$ cat src/rtl/multicycle_control_fsm_if.sv
// Shared memory port of the multicycle control unit.
// The control unit is the master; memory answers with mem_ready.
interface multicycle_control_fsm_if;
    logic mem_req;
    logic mem_we;
    logic mem_addr_sel;
    logic mem_ready;

    modport master (
        output mem_req,
        output mem_we,
        output mem_addr_sel,
        input  mem_ready
    );

    modport slave (
        input  mem_req,
        input  mem_we,
        input  mem_addr_sel,
        output mem_ready
    );
endinterface

$ cat src/rtl/multicycle_control_fsm.sv
// RV32I multicycle control unit: fetch/decode/execute/memory/writeback over
// one req/ready memory port, with sticky traps for illegal encodings and timeouts.
module multicycle_control_fsm #(
    parameter int MEM_TIMEOUT = 255,
    parameter int TIMEOUT_W   = 8
) (
    input  logic       clk,
    input  logic       rst_n,
    multicycle_control_fsm_if.master mem,
    input  logic [6:0] opcode,
    input  logic [2:0] funct3,
    input  logic [6:0] funct7,
    input  logic       alu_zero,
    input  logic       alu_lt,
    input  logic       alu_ltu,
    output logic       ir_write,
    output logic       pc_write,
    output logic [1:0] pc_src,
    output logic       reg_write,
    output logic [1:0] wb_sel,
    output logic       alu_src_b,
    output logic [2:0] imm_sel,
    output logic [3:0] alu_ctrl,
    output logic       instr_retired,
    output logic       trap,
    output logic [1:0] trap_cause,
    output logic [2:0] state_dbg
);
    typedef enum logic [2:0] {
        S_FETCH = 3'd0,
        S_DEC1  = 3'd1,
        S_DEC2  = 3'd2,
        S_EXEC  = 3'd3,
        S_MEM   = 3'd4,
        S_WB    = 3'd5,
        S_TRAP  = 3'd6
    } state_e;

    typedef enum logic [2:0] {
        C_R, C_I, C_LOAD, C_STORE, C_BRANCH, C_JAL, C_LUI
    } class_e;

    localparam logic [6:0] OP_R      = 7'b0110011;
    localparam logic [6:0] OP_I      = 7'b0010011;
    localparam logic [6:0] OP_LOAD   = 7'b0000011;
    localparam logic [6:0] OP_STORE  = 7'b0100011;
    localparam logic [6:0] OP_BRANCH = 7'b1100011;
    localparam logic [6:0] OP_JAL    = 7'b1101111;
    localparam logic [6:0] OP_LUI    = 7'b0110111;
    localparam logic [6:0] F7_ZERO   = 7'b0000000;
    localparam logic [6:0] F7_ALT    = 7'b0100000;

    localparam logic [1:0] CAUSE_ILL = 2'd1;
    localparam logic [1:0] CAUSE_TMO = 2'd2;
    localparam logic [TIMEOUT_W-1:0] CNT_LAST = TIMEOUT_W'(MEM_TIMEOUT - 1);

    state_e               state_q, state_d;
    class_e               cls_q, cls_d;
    logic [3:0]           alu_q, alu_d;
    logic [2:0]           f3_q, f3_d;
    logic [1:0]           cause_q, cause_d;
    logic [TIMEOUT_W-1:0] cnt_q, cnt_d;

    logic       req;
    logic       ready;
    logic       timeout_hit;
    logic       legal;
    class_e     dec_cls;
    logic [3:0] dec_alu;
    logic       taken;

    function automatic logic [3:0] alu_of(logic [2:0] f3, logic alt);
        case (f3)
            3'b000:  alu_of = alt ? 4'd1 : 4'd0;
            3'b001:  alu_of = 4'd5;
            3'b010:  alu_of = 4'd8;
            3'b011:  alu_of = 4'd9;
            3'b100:  alu_of = 4'd4;
            3'b101:  alu_of = alt ? 4'd7 : 4'd6;
            3'b110:  alu_of = 4'd3;
            default: alu_of = 4'd2;
        endcase
    endfunction

    always_comb begin
        legal   = 1'b1;
        dec_cls = C_R;
        dec_alu = 4'd0;
        case (opcode)
            OP_R: begin
                dec_cls = C_R;
                dec_alu = alu_of(funct3, funct7[5]);
                legal   = (funct7 == F7_ZERO) ||
                          (funct7 == F7_ALT &&
                           (funct3 == 3'b000 || funct3 == 3'b101));
            end
            OP_I: begin
                // SUB has no immediate form; only SRAI uses the alternate funct7
                dec_cls = C_I;
                dec_alu = alu_of(funct3, funct3 == 3'b101 && funct7[5]);
                if (funct3 == 3'b001)
                    legal = (funct7 == F7_ZERO);
                else if (funct3 == 3'b101)
                    legal = (funct7 == F7_ZERO) || (funct7 == F7_ALT);
            end
            OP_LOAD: begin
                dec_cls = C_LOAD;
                legal   = !(funct3 == 3'b011 || funct3[2:1] == 2'b11);
            end
            OP_STORE: begin
                dec_cls = C_STORE;
                legal   = (funct3 <= 3'b010);
            end
            OP_BRANCH: begin
                dec_cls = C_BRANCH;
                dec_alu = 4'd1;
                legal   = (funct3[2:1] != 2'b01);
            end
            OP_JAL: dec_cls = C_JAL;
            OP_LUI: begin
                dec_cls = C_LUI;
                dec_alu = 4'd10;
            end
            default: legal = 1'b0;
        endcase
    end

    always_comb begin
        case (f3_q)
            3'b000:  taken = alu_zero;
            3'b001:  taken = !alu_zero;
            3'b100:  taken = alu_lt;
            3'b101:  taken = !alu_lt;
            3'b110:  taken = alu_ltu;
            default: taken = !alu_ltu;
        endcase
    end

    assign req         = (state_q == S_FETCH) || (state_q == S_MEM);
    assign ready       = req && mem.mem_ready;
    assign timeout_hit = req && !mem.mem_ready && (cnt_q == CNT_LAST);

    always_comb begin
        state_d = state_q;
        cls_d   = cls_q;
        alu_d   = alu_q;
        f3_d    = f3_q;
        cause_d = cause_q;
        case (state_q)
            S_FETCH: begin
                if (ready) begin
                    state_d = S_DEC1;
                end else if (timeout_hit) begin
                    state_d = S_TRAP;
                    cause_d = CAUSE_TMO;
                end
            end
            S_DEC1: state_d = S_DEC2;
            S_DEC2: begin
                if (legal) begin
                    state_d = S_EXEC;
                    cls_d   = dec_cls;
                    alu_d   = dec_alu;
                    f3_d    = funct3;
                end else begin
                    state_d = S_TRAP;
                    cause_d = CAUSE_ILL;
                end
            end
            S_EXEC: begin
                case (cls_q)
                    C_BRANCH:        state_d = S_FETCH;
                    C_LOAD, C_STORE: state_d = S_MEM;
                    default:         state_d = S_WB;
                endcase
            end
            S_MEM: begin
                if (ready) begin
                    state_d = (cls_q == C_LOAD) ? S_WB : S_FETCH;
                end else if (timeout_hit) begin
                    state_d = S_TRAP;
                    cause_d = CAUSE_TMO;
                end
            end
            S_WB:    state_d = S_FETCH;
            default: state_d = S_TRAP;
        endcase
        // every entry into a memory-access state starts a fresh wait budget
        if (state_d != state_q)
            cnt_d = '0;
        else if (req && !mem.mem_ready)
            cnt_d = cnt_q + 1'b1;
        else
            cnt_d = cnt_q;
    end

    always_ff @(posedge clk) begin
        if (!rst_n) begin
            state_q <= S_FETCH;
            cls_q   <= C_R;
            alu_q   <= 4'd0;
            f3_q    <= 3'd0;
            cause_q <= 2'd0;
            cnt_q   <= '0;
        end else begin
            state_q <= state_d;
            cls_q   <= cls_d;
            alu_q   <= alu_d;
            f3_q    <= f3_d;
            cause_q <= cause_d;
            cnt_q   <= cnt_d;
        end
    end

    logic req_o, we_o, asel_o;
    logic dp_on;

    always_comb begin
        req_o         = 1'b0;
        we_o          = 1'b0;
        asel_o        = 1'b0;
        ir_write      = 1'b0;
        pc_write      = 1'b0;
        pc_src        = 2'd0;
        reg_write     = 1'b0;
        wb_sel        = 2'd0;
        alu_src_b     = 1'b0;
        imm_sel       = 3'd0;
        alu_ctrl      = 4'd0;
        instr_retired = 1'b0;
        trap          = 1'b0;
        trap_cause    = 2'd0;
        state_dbg     = 3'd0;
        dp_on         = 1'b0;
        if (rst_n) begin
            state_dbg  = state_q;
            trap_cause = cause_q;
            case (state_q)
                S_FETCH: begin
                    req_o    = 1'b1;
                    ir_write = ready;
                end
                S_EXEC: begin
                    dp_on = 1'b1;
                    if (cls_q == C_BRANCH) begin
                        pc_write      = 1'b1;
                        pc_src        = taken ? 2'd1 : 2'd0;
                        instr_retired = 1'b1;
                    end
                end
                S_MEM: begin
                    dp_on  = 1'b1;
                    req_o  = 1'b1;
                    asel_o = 1'b1;
                    we_o   = (cls_q == C_STORE);
                    if (ready && cls_q == C_STORE) begin
                        pc_write      = 1'b1;
                        instr_retired = 1'b1;
                    end
                end
                S_WB: begin
                    dp_on         = 1'b1;
                    reg_write     = 1'b1;
                    pc_write      = 1'b1;
                    instr_retired = 1'b1;
                    wb_sel        = (cls_q == C_LOAD) ? 2'd1 :
                                    (cls_q == C_JAL)  ? 2'd2 : 2'd0;
                    pc_src        = (cls_q == C_JAL)  ? 2'd2 : 2'd0;
                end
                S_TRAP:  trap = 1'b1;
                default: ;
            endcase
            if (dp_on) begin
                alu_ctrl = alu_q;
                case (cls_q)
                    C_R:      alu_src_b = 1'b0;
                    C_BRANCH: imm_sel   = 3'd2;
                    C_STORE: begin
                        alu_src_b = 1'b1;
                        imm_sel   = 3'd1;
                    end
                    C_JAL: begin
                        alu_src_b = 1'b1;
                        imm_sel   = 3'd3;
                    end
                    C_LUI: begin
                        alu_src_b = 1'b1;
                        imm_sel   = 3'd4;
                    end
                    default:  alu_src_b = 1'b1;
                endcase
            end
        end
    end

    assign mem.mem_req      = req_o;
    assign mem.mem_we       = we_o;
    assign mem.mem_addr_sel = asel_o;
endmodule

$ cat src/flat_wrapper.sv
// flat-port wrapper written by rule: the top's interface ports become plain ports
module multicycle_control_fsm_flat 
#(
    parameter int MEM_TIMEOUT = 255,
    parameter int TIMEOUT_W   = 8
)
  (clk, rst_n, opcode, funct3, funct7, alu_zero, alu_lt, alu_ltu, ir_write, pc_write, pc_src, reg_write, wb_sel, alu_src_b, imm_sel, alu_ctrl, instr_retired, trap, trap_cause, state_dbg, mem_mem_req, mem_mem_we, mem_mem_addr_sel, mem_mem_ready);
  multicycle_control_fsm_if mem_i ();
  input  logic clk;
  input  logic rst_n;
  input  logic [6:0] opcode;
  input  logic [2:0] funct3;
  input  logic [6:0] funct7;
  input  logic alu_zero;
  input  logic alu_lt;
  input  logic alu_ltu;
  output logic ir_write;
  output logic pc_write;
  output logic [1:0] pc_src;
  output logic reg_write;
  output logic [1:0] wb_sel;
  output logic alu_src_b;
  output logic [2:0] imm_sel;
  output logic [3:0] alu_ctrl;
  output logic instr_retired;
  output logic trap;
  output logic [1:0] trap_cause;
  output logic [2:0] state_dbg;
  output wire logic [$bits(mem_i.mem_req)-1:0] mem_mem_req;
  output wire logic [$bits(mem_i.mem_we)-1:0] mem_mem_we;
  output wire logic [$bits(mem_i.mem_addr_sel)-1:0] mem_mem_addr_sel;
  input wire logic [$bits(mem_i.mem_ready)-1:0] mem_mem_ready;
  assign mem_mem_req = mem_i.mem_req;
  assign mem_mem_we = mem_i.mem_we;
  assign mem_mem_addr_sel = mem_i.mem_addr_sel;
  assign mem_i.mem_ready = mem_mem_ready;
  multicycle_control_fsm #(.MEM_TIMEOUT(MEM_TIMEOUT), .TIMEOUT_W(TIMEOUT_W)) u_core (.clk(clk), .rst_n(rst_n), .mem(mem_i), .opcode(opcode), .funct3(funct3), .funct7(funct7), .alu_zero(alu_zero), .alu_lt(alu_lt), .alu_ltu(alu_ltu), .ir_write(ir_write), .pc_write(pc_write), .pc_src(pc_src), .reg_write(reg_write), .wb_sel(wb_sel), .alu_src_b(alu_src_b), .imm_sel(imm_sel), .alu_ctrl(alu_ctrl), .instr_retired(instr_retired), .trap(trap), .trap_cause(trap_cause), .state_dbg(state_dbg));
endmodule
$ cat config.mk
export PLATFORM = sky130hd
export DESIGN_NAME = multicycle_control_fsm_flat
export DESIGN_NICKNAME = d
export VERILOG_FILES = /design/src/rtl/multicycle_control_fsm_if.sv /design/src/rtl/multicycle_control_fsm.sv /design/src/flat_wrapper.sv
export SDC_FILE = /design/constraint.sdc
export NUM_CORES = 1
export LEC_CHECK = 0
export ABC_AREA = 1
export CORE_ASPECT_RATIO = 1.25
export CORE_MARGIN = 2
export CORE_UTILIZATION = 45
export CTS_CLUSTER_DIAMETER = 100
export DETAILED_ROUTE_END_ITERATION = 10
export PLACE_DENSITY = 0.76
export RECOVER_POWER = 25
export SYNTH_ARGS = -nofsm -noshare
export SYNTH_HDL_FRONTEND = slang
export SYNTH_SLANG_ARGS = --single-unit
$ cat constraint.sdc
create_clock -name clk -period 1.7 [get_ports clk]
set_input_delay 0.255 -clock clk [delete_from_list [all_inputs] [get_ports clk]]
set_output_delay 0.255 -clock clk [all_outputs]
set_load 0.01 [all_outputs]
==> results list <==
- The run finished, with violations left.
- Violations in the final reports: setup timing
- Share of the cycle needed by the critical path after routing: 105%
- Post-Place Setup Slack: -430 ps
- Area growth from synthesis to layout: 77.1%
* Post-route antenna net violation count: 0
* Clk pin slew, worst setup/hold paths: 90 ps
- Entering global routing, the biggest net connects 14 pins.
- Core outline area: 0.00369 mm²
- The number of hold violations in the final report came to 0.
- In the final routed layout, each cell accounts on average for 14.1 µm.
- For this design the static power due to leakage is 1.50 nW.
* Cell area reported after detailed placement: 0.00266 mm²
- Of the synthesized area, sequential elements account for 27.0%.
* Global-route wire length before repair: 8200 µm
- Setup Skew: 3.91 ps
* First DRT Iteration DRCs: 120
- Summed area of non-filler cells in the final layout: 0.00302 mm²
- Cell row count: 25
* Estimated wirelength of the detail-placed design: 4190 µm
- Number of primary I/O pins: 48
- The library cell used most frequently in the layout, excluding fill and tap cells, is sky130_fd_sc_hd__buf_4.
- Setup violations remaining at the end of the flow were counted as 11.
- Dividing the synthesized area by the synthesized cell count gives 6.26 µm².
* Launch point of the worst hold path: u_core.alu_q[1]
- The worst pin sits at a relative slew slack of 72.0%.
* Number of antenna violations at the first check in global routing: 0
- Antenna Cells: 0
* Unrepaired setup endpoints after global routing: true
- In this run, distinct cell masters in the synthesized netlist total 33.
- Post-synthesis net count: 297
- Initial Util: 46.1%
- After detailed routing, the total wire length is 6070 µm.
- Max Cap Viol: 0
- Worst Setup Slack, final: -79.8 ps
- Drt drc: 0
- Slew at the pin closest to its max-slew limit: 417 ps
- Capture instance of the worst register-to-register path: u_core.cnt_q[1]
- Flip-flop and latch count after synthesis: 23
* Grt ovf: 0
- Critical Path RT: 1440 ps
- Most frequent cells in the layout: 60 x sky130_fd_sc_hd__buf_4, 50 x sky130_fd_sc_hd__nand2_1, 27 x sky130_fd_sc_hd__nor2_1, 26 x sky130_fd_sc_hd__inv_1, 17 x sky130_fd_sc_hd__dfxtp_1
- Count of buffers inserted at the top-level ports: 47
* Cell depth of the worst flop-to-flop path: 12
- The die covers 0.00430 mm².
* H-Tree Depth: 1
- Number of inserted filler cells in the final layout: 242
- Maximum count of clock buffers along a single path: 2
- The cell area that synthesis handed to floorplanning was 0.00170 mm².
- The Yosys step of the flow raised 0 warnings.
- At the worst endpoint, the arrival time is 1520 ps.
* Number of global-route vias before repair: 1999
- Timing would allow up to 562 MHz.
* Cells after Synth: 272
- Buffers inserted during clock tree synthesis total 3.
- Min cycle time layout: 1780 ps
* Type of the setup path with the least slack: reg2out
- In this run the power density over the cells is 627 mW/mm².
- The tree built by TritonCTS fans out to 23 sinks.
* Critical path peak fanout: 7
* Chip Height: 72.8 µm
- Global routing used 24.8% of the available tracks across all layers.
- Clock Latency Late Sink: 270 ps
* Critical register-to-register path startpoint: u_core.state_q[2]
- IR analysis of the VDD net gives a maximum drop of 0.253 mV.
- Clock tree from TritonCTS: built
- After detailed routing, the number of vias per cell comes to 5.27.
- Via count of the routed design: 2261
- Layout cell share with drive strength beyond 1: 46.3%
- Along the worst hold path, the cell count comes to 2.
- Number of optimization iterations in the first detailed-route pass: 4
* Type of the worst min-delay path: reg2reg
* R2R Setup Slk: 0 ps
- Nets: 415
- STA classifies the critical path startpoint as a flop.
* Weighted congestion reported at the end of routability-driven placement: 0.978
- Final Max Slew Viols: 0
* Buffer cell driving the clock tree root: sky130_fd_sc_hd__clkbuf_8
- Die Span X: 59.0 µm
- Worst Hold End: u_core.alu_q[1]
- Across all hold checks on the routed design, the worst slack comes to 463 ps.
* Crit end category: primary output
-- how the worst max path moves through the flow --
stage | startpoint | end | slack, ps | cells past startpoint
after floorplan | u_core.state_q[2] | pc_write | 80 | 6
after global placement | rst_n | imm_sel[1] | -380 | 5
after detailed placement | rst_n | pc_src[0] | -430 | 5
after CTS | u_core.state_q[2] | alu_ctrl[3] | -70 | 8
after global routing | u_core.state_q[2] | instr_retired | -140 | 8
final | u_core.state_q[2] | alu_ctrl[3] | -80 | 8
-- cell families after synthesis --
family	count (synthesis)	share of synthesized area [%]
flip-flops	23	27.0
buffers and inverters	44	10.2
AO/OA/AOI/OAI	36	11.8
multiplexers	1	0.588
adder cells (fa/ha/maj)	2	1.47
XOR/XNOR	8	4.11
AND/OR/NAND/NOR	158	44.7
-- routing by layer --
layer,wire [µm],GRT usage [%],vias up
met3,192,2.84,28
met1,2180,24.2,1038
met4,312,12.1,0
met2,3380,49.3,83
li1,-,-,1112
met5,0,0,-
-- registers in the layout (all words and copies together), names as in the netlist --
name and cells:
u_core.cnt_q 8, u_core.alu_q 4, u_core.f3_q 3, u_core.state_q 3, u_core.cause_q 2, u_core.cls_q 3
-- through the flow --
stage	utilization [%]	setup TNS [ps]	instances	total power [mW]
finish	81.7	-522	429	1.89
global route	81.7	-2230	429	1.98
CTS	73.1	-136	424	1.71
detailed placement	72.0	-13660	416	1.35
global placement	72.0	-11860	416	1.32
floorplan	-	0	272	0.970
-- critical path, stage by stage (launching register included) --
cell and delay (ps):
sky130_fd_sc_hd__dfxtp_2 370, sky130_fd_sc_hd__inv_4 60, sky130_fd_sc_hd__buf_6 110, sky130_fd_sc_hd__nor2_4 140
sky130_fd_sc_hd__o21ai_4 90, sky130_fd_sc_hd__buf_6 160, sky130_fd_sc_hd__buf_6 120, sky130_fd_sc_hd__nor2_2 70
sky130_fd_sc_hd__buf_2 130
-- final cells by class --
cell class	count	area, µm²	share of cell area [%]
Timing Repair Buffer	117	982	32.6
Tap cell	40	50.0	1.66
Clock buffer	3	41.3	1.37
Multi-Input combinational cell	205	1310	43.4
Sequential cell	23	473	15.7
Clock inverter	1	5.00	0.166
Inverter	40	155	5.14
-- cell usage after synthesis, drive strengths merged --
library cell,n,area [µm²]
mux2i,1,10.0
clkinv,1,5.00
a211oi,2,15.0
a31oi,2,18.8
xor2,6,52.6
inv,39,146
nor3,15,115
nor2,50,219
ha,2,25.0
nor4,1,6.26
o22ai,1,6.26
nand3b,1,7.51
xnor2,2,17.5
o31ai,1,7.51
clkbuf,2,7.51
nand2,69,294
a21oi,15,75.1
nand4,4,25.0
buf,2,15.0
nand3,18,95.1
o21ai,15,78.8
dfxtp,23,460
-- report_power, final --
part	internal, mW	total [mW]	switching (mW)
clock	0.164	0.354	0.190
combinational	0.421	0.934	0.513
sequential	0.572	0.604	0.0320
total	1.16	1.89	0.735
-- what timing repair did --
item,CTS,global route
pin swaps,7,33
endpoints found under the setup margin,40,37
buffers inserted,4,5
hold buffers,0,0
gates cloned,0,0
gates resized for setup,98,83
(Power assumes the default switching activity.)
